--- config.mk ---
export PLATFORM = sky130hd
export DESIGN_NAME = addsub_acc_ctrl
export DESIGN_NICKNAME = d
export VERILOG_FILES = /design/src/rtl/addsub_acc_ctrl.sv
export SDC_FILE = /design/constraint.sdc
export NUM_CORES = 1
export LEC_CHECK = 0
export ABC_AREA = 1
export BUFFER_PORTS_ARGS = -buffer_cell sky130_fd_sc_hd__buf_2
export CAP_MARGIN = 25
export CELL_PAD_IN_SITES_DETAIL_PLACEMENT = 0
export CELL_PAD_IN_SITES_GLOBAL_PLACEMENT = 1
export CORE_MARGIN = 2
export CORE_UTILIZATION = 30
export DETAILED_ROUTE_END_ITERATION = 6
export PLACE_DENSITY = 0.74
export SLEW_MARGIN = 40
export SYNTH_ARGS = -nofsm -noshare
export SYNTH_HDL_FRONTEND = slang
export SYNTH_SLANG_ARGS = --single-unit
export TNS_END_PERCENT = 20
--- constraint.sdc ---
create_clock -name clk -period 1.41 [get_ports clk]
set_input_delay 0.423 -clock clk [delete_from_list [all_inputs] [get_ports clk]]
set_output_delay 0.423 -clock clk [all_outputs]
set_load 0.01 [all_outputs]
--- src/rtl/addsub_acc_ctrl.sv ---
// Command-driven accumulator wrapper around an external combinational WIDTH-bit add/sub unit.
// Latency: command accepted in IDLE, one EXEC cycle, then the result is held in RESP (3-cycle best throughput).
// Backpressure: cmd_ready only in IDLE; RESP holds res_data/res_ov stable until res_ready is seen.
module addsub_acc_ctrl #(
  parameter int WIDTH = 4,
  parameter bit SAT   = 1'b0
) (
  input  logic             clk,
  input  logic             rst,
  input  logic             cmd_valid,
  output logic             cmd_ready,
  input  logic [1:0]       cmd_op,
  input  logic [WIDTH-1:0] cmd_data,
  output logic [WIDTH-1:0] add_a,
  output logic [WIDTH-1:0] add_b,
  output logic             add_op,
  input  logic [WIDTH-1:0] add_sum,
  input  logic             add_ov,
  output logic             res_valid,
  input  logic             res_ready,
  output logic [WIDTH-1:0] res_data,
  output logic             res_ov,
  output logic             ov_sticky,
  output logic [WIDTH-1:0] acc
);

  typedef enum logic [1:0] {IDLE, EXEC, RESP} state_t;

  localparam logic [1:0] OP_LOAD = 2'b00;
  localparam logic [1:0] OP_ADD  = 2'b01;
  localparam logic [1:0] OP_SUB  = 2'b10;
  localparam logic [1:0] OP_CLR  = 2'b11;

  // Saturation limits: largest positive and most negative two's complement values.
  localparam logic [WIDTH-1:0] SAT_POS = {1'b0, {(WIDTH-1){1'b1}}};
  localparam logic [WIDTH-1:0] SAT_NEG = {1'b1, {(WIDTH-1){1'b0}}};

  state_t           state_q, state_d;
  logic [WIDTH-1:0] acc_q, acc_d;
  logic [WIDTH-1:0] opnd_q, opnd_d;
  logic [1:0]       op_q, op_d;
  logic [WIDTH-1:0] res_data_q, res_data_d;
  logic             res_ov_q, res_ov_d;
  logic             ov_sticky_q, ov_sticky_d;

  logic [WIDTH-1:0] arith_res;

  // Arithmetic result: wrapped sum, or clamped toward the sign of the accumulator on overflow.
  always_comb begin
    arith_res = add_sum;
    if (SAT && add_ov) begin
      arith_res = acc_q[WIDTH-1] ? SAT_NEG : SAT_POS;
    end
  end

  // Next-state logic for the FSM and all datapath registers.
  always_comb begin
    state_d     = state_q;
    acc_d       = acc_q;
    opnd_d      = opnd_q;
    op_d        = op_q;
    res_data_d  = res_data_q;
    res_ov_d    = res_ov_q;
    ov_sticky_d = ov_sticky_q;
    unique case (state_q)
      IDLE: begin
        if (cmd_valid) begin
          op_d    = cmd_op;
          opnd_d  = cmd_data;
          state_d = EXEC;
        end
      end
      EXEC: begin
        unique case (op_q)
          OP_LOAD: begin
            acc_d    = opnd_q;
            res_ov_d = 1'b0;
          end
          OP_ADD, OP_SUB: begin
            acc_d       = arith_res;
            res_ov_d    = add_ov;
            ov_sticky_d = ov_sticky_q | add_ov;
          end
          OP_CLR: begin
            acc_d       = '0;
            res_ov_d    = 1'b0;
            ov_sticky_d = 1'b0;
          end
          default: ;
        endcase
        res_data_d = acc_d;
        state_d    = RESP;
      end
      RESP: begin
        if (res_ready) begin
          state_d = IDLE;
        end
      end
      default: state_d = IDLE;
    endcase
  end

  // State and datapath registers; reset aborts any operation in flight.
  always_ff @(posedge clk or posedge rst) begin
    if (rst) begin
      state_q     <= IDLE;
      acc_q       <= '0;
      opnd_q      <= '0;
      op_q        <= OP_LOAD;
      res_data_q  <= '0;
      res_ov_q    <= 1'b0;
      ov_sticky_q <= 1'b0;
    end else begin
      state_q     <= state_d;
      acc_q       <= acc_d;
      opnd_q      <= opnd_d;
      op_q        <= op_d;
      res_data_q  <= res_data_d;
      res_ov_q    <= res_ov_d;
      ov_sticky_q <= ov_sticky_d;
    end
  end

  // Adder inputs come only from registers, so cmd_* never reaches the add/sub unit combinationally.
  assign add_a  = acc_q;
  assign add_b  = opnd_q;
  assign add_op = (op_q == OP_SUB);

  // Handshake outputs decode the state register; cmd_ready is also held low while in reset.
  assign cmd_ready = (state_q == IDLE) && !rst;
  assign res_valid = (state_q == RESP);
  assign res_data  = res_data_q;
  assign res_ov    = res_ov_q;
  assign ov_sticky = ov_sticky_q;
  assign acc       = acc_q;

endmodule
### Word-level counts from Yosys, hierarchy flattened

Index checks and enable logic that the tools add are counted.

| operators by class | value |
|---|---|
| equality and inequality tests | 7 |
| mux-type cells | 6 |
| bitwise logic cells | 1 |
| reduce and logical (&&, ||, !) cells | 10 |

Operators by type and width:

| kind | number |
|---|---|
| case mux 4 bit (3 select lines) | 1 |
| equality test 2 bit (second input constant) | 3 |
| case mux 2 bit (3 select lines) | 1 |
| AND reduction 2 bit | 3 |
| equality test 2 x 1 -> 1 bit (second input constant) | 2 |
| zero test 2 bit | 2 |
| two-way mux 2 bit | 2 |
| case mux 1 bit (2 select lines) | 2 |
| OR reduction 2 bit | 2 |
| != test 2 x 1 -> 1 bit (second input constant) | 1 |
| != test 2 bit (second input constant) | 1 |
| nonzero test 2 bit | 1 |
| logical AND 1 bit | 1 |
| zero test 1 bit | 1 |
| OR 1 bit | 1 |

| word-level totals | value |
|---|---|
| register bits after elaboration | 14 |

### Depth between registers and ports, before layout

| depth | value |
|---|---|
| depth in word-level cells | 4 |
| gate-level depth with buffers | 7 |
| mapped depth without buffers | 7 |

### Worst setup path after synthesis

OpenSTA, ideal clock, no wires.

| timing path | value |
|---|---|
| kind | register to output |
| start | register state_q[0] |
| end | output port cmd_ready |
| arrival | 0.730 ns |
| path slack | 0.257 ns |
| stages on the path, launching flop included | 2 |
| buffers on the path | 0 |
| cell sequence | dfrtp_1 nor3_1 |

| on the way | value |
|---|---|
| word-level cells in the longest chain between the ends | 2 |

Ends and longest elaborated chain:

| item | line | source |
|---|---|---|
| from (decl) | 38 | `state_t state_q, state_d;` |
| from (signal assigned) | 114 | `state_q <= state_d;` |
| zero test 2 bit | 130 | `assign cmd_ready = (state_q == IDLE) && !rst;` |
| logical AND 1 bit | 130 |  |
| to (decl) | 11 | `output logic cmd_ready,` |

Every way passes these cells.

### Final worst setup path

| timing path | value |
|---|---|
| start | register state_q[1] |
| end | output port res_valid |

| on the way | value |
|---|---|
| word-level cells in the longest chain between the ends | 1 |

Ends and longest elaborated chain:

| item | line | source |
|---|---|---|
| equality test 2 bit | 131 | `assign res_valid = (state_q == RESP);` |
| to (decl) | 19 | `output logic res_valid,` |

Every way passes these cells.

==> out/metrics.cfg <==
[place]
place_area_um2 = 876
place.gp.congestion = 0.714
dp_hpwl_um = 1080
portBuffers = 35

[finish]
area_delta_synth_final_pct = 37.1
fin_nets = 147
final_area_um2 = 995
fin_util = 0.441
final_common_cell = nand2_1
n_fill_cell = 249
antennaDiodeCount = 0
final_cell_mix = 42 x nand2_1, 34 x buf_2, 13 x dfrtp_1
drive_above_1_share = 0.469
seqCellArea_um2 = 352
multi_input_area_um2 = 305

[worst_setup_path]
critPathCaptureType = output port
critPathBufInv = 2
criticalPathCategory = flop to output port
cp.arrival_ns = 1.00
start_kind = flop
cp_cell_sequence = inv_2 > nor2_2 > buf_2
cpMaxStageDelayCell = dfrtp_1
crit_path_max_fanout = 3
critPathMaxStageDelay_ns = 0.41
critical_path_required_ns = 0.99
path_delay_family = flip-flops

[logic_synthesis]
ys_ff_latch = 14
syn_inst = 90
netlist-cell-type-count = 15
avgSynthCellArea_um2 = 8.06
synth_area_um2 = 726
yosysSeqAreaShare = 0.483
ys_warn_count = 0
syn_nets = 108

[global_routing]
grt_use_met1 = 0.141
top_usage_layer = met2
grt_max_degree = 15
grt_pass1_vias = 557
gr-usage-met2 = 0.194
antenna_found_initial = 0
grt_overflow = 0
gr-usage-met3 = 0.0593
grtUsageTotal = 0.117
grt_pass1_wl_um = 2330

[sta]
fin_ws_ns = -0.0147
setup_violations = 2
fin_crit_sh = 1.01
max_freq_ghz = 0.702
tightest_slew_ns = 0.512
hold_viol_final = 0
maxSlewHeadroom = 0.658
slew_viol_final = 0
fin_crit_ns = 1.42
rsz0062_at_grt = yes
finClkSkew_ns = 0.00287

[route]
totalWireLength_um = 1460
vias_per_cell = 4.17
first_iter_violations = 14
antenna_left = 0
via_count = 651
routedWlPerCell_um = 9.38
first_pass_iters = 4
drc = 0

[clocking]
cts_buffers = 3
clk_pin_slew_worst_paths_ns = 0.08
clockBufferDepth = 2
root_buffer = clkbuf_4
clk_latency_ns = 0.27
clock_sinks = 14
hold_buffers = 0
ctsHtreeMaxLevel = 1
cts_tree = done

[job]
drv_cap = 0

[die]
die_height_um = 53.2
die_x_um = 53.2
rows = 17
dieArea_mm2 = 0.00283
core_area_mm2 = 0.00225
ios = 36
start_util = 0.322

[pwr]
power.leakage_nw = 0.601
powerDensity_mw_per_mm2 = 2210
irDropWorstVdd_mv = 1.26

[hold_path]
worstHoldPathType = input pin to asynchronous set/reset pin

[outcome]
violations = setup timing
outcome = complete, but fails checks

## worst reg2reg max path: stages (launching register included)
cell     delay, ns
dfrtp_1       0.42
buf_4         0.16
inv_1         0.05
ha_2          0.29
nand3_1       0.09
nand2_1       0.05
nand2_1       0.06
nand2_1       0.04
## Yosys cell counts
library cell,count,share of area
buf_4,8,0.083
dfrtp_1,14,0.48
ha_1,3,0.052
inv_1,5,0.026
inv_2,2,0.010
inv_4,1,0.0086
nand2_1,42,0.22
nand2_4,2,0.031
nand3_1,4,0.028
nor2_1,4,0.021
nor2_2,1,0.0086
nor3_1,1,0.0069
o21ai_0,1,0.0069
o21ai_1,1,0.0069
o21ai_2,1,0.012
## repair_timing
action | CTS | global route
resized for setup | 8 | 1
setup endpoints to repair | 3 | 7
buffers inserted | 6 | 1
pin swaps | 2 | 1
## state kept, by name, summed over array words and instances (netlist names)
name,cells
res_data,4
state_q,2
res_ov,1
op_q,2
ov_sticky,1
add_b,4
## routing by layer
metal / part of all wire / routed length [µm]
met1: 0.44 / 641
met2: 0.48 / 696
met3: 0.086 / 126
met4: 0 / 0
met5: 0 / 0
## path summary, 6_finish.rpt
kind                               endpoint  cells past startpoint  slack, ns       start
worst max register to register  res_data[0]                      7       0.13     op_q[1]
min in group clk                 state_q[1]                      2       0.31   res_ready
max in group asynchronous        state_q[0]                      2       0.86         rst
worst max-delay path              res_valid                      3      -0.01  state_q[1]
worst min-delay path              ov_sticky                      2       0.18         rst
worst min register to register       res_ov                      2       0.48      res_ov
## per-stage QoR
step / TNS, ns / power [mW] / setup slack [ns] / hold slack (ns) / cells
global placement: 0 / 1.71 / 0.207 / 0.460 / 145
floorplan: 0 / 1.47 / 0.257 / 0.312 / 90
detailed placement: 0 / 1.72 / 0.191 / 0.468 / 145
finish: -0.0223 / 2.20 / -0.0147 / 0.181 / 156
CTS: -0.0446 / 2.18 / -0.0257 / 0.192 / 155
global route: -0.184 / 2.41 / -0.0716 / 0.230 / 156
## power by group
| part | switching (mW) | internal [mW] | total, mW |
|---|---|---|---|
| clock network | 0.118 | 0.157 | 0.275 |
| logic | 0.656 | 0.543 | 1.20 |
| registers | 0.148 | 0.578 | 0.727 |
| total | 0.922 | 1.28 | 2.20 |
## logic make-up (layout without fill, tap and decap cells)
| kind of cell | count (synthesis) | count (layout) | share of synthesized area |
|---|---|---|---|
| AND/OR/NAND/NOR | 54 | 54 | 0.312 |
| buffers and inverters | 16 | 54 | 0.128 |
| adder cells (fa/ha/maj) | 3 | 3 | 0.0517 |
| AO/OA/AOI/OAI | 3 | 3 | 0.0259 |
| flip-flops | 14 | 14 | 0.483 |
## cell type report
| type | instances | share of cell area |
|---|---|---|
| clock buffer | 4 | 0.0365 |
| multi-input combinational | 60 | 0.307 |
| timing repair buffer | 42 | 0.235 |
| sequential | 14 | 0.353 |
| tap | 28 | 0.0352 |
| inverter | 8 | 0.0327 |
(Power assumes the default switching activity.)
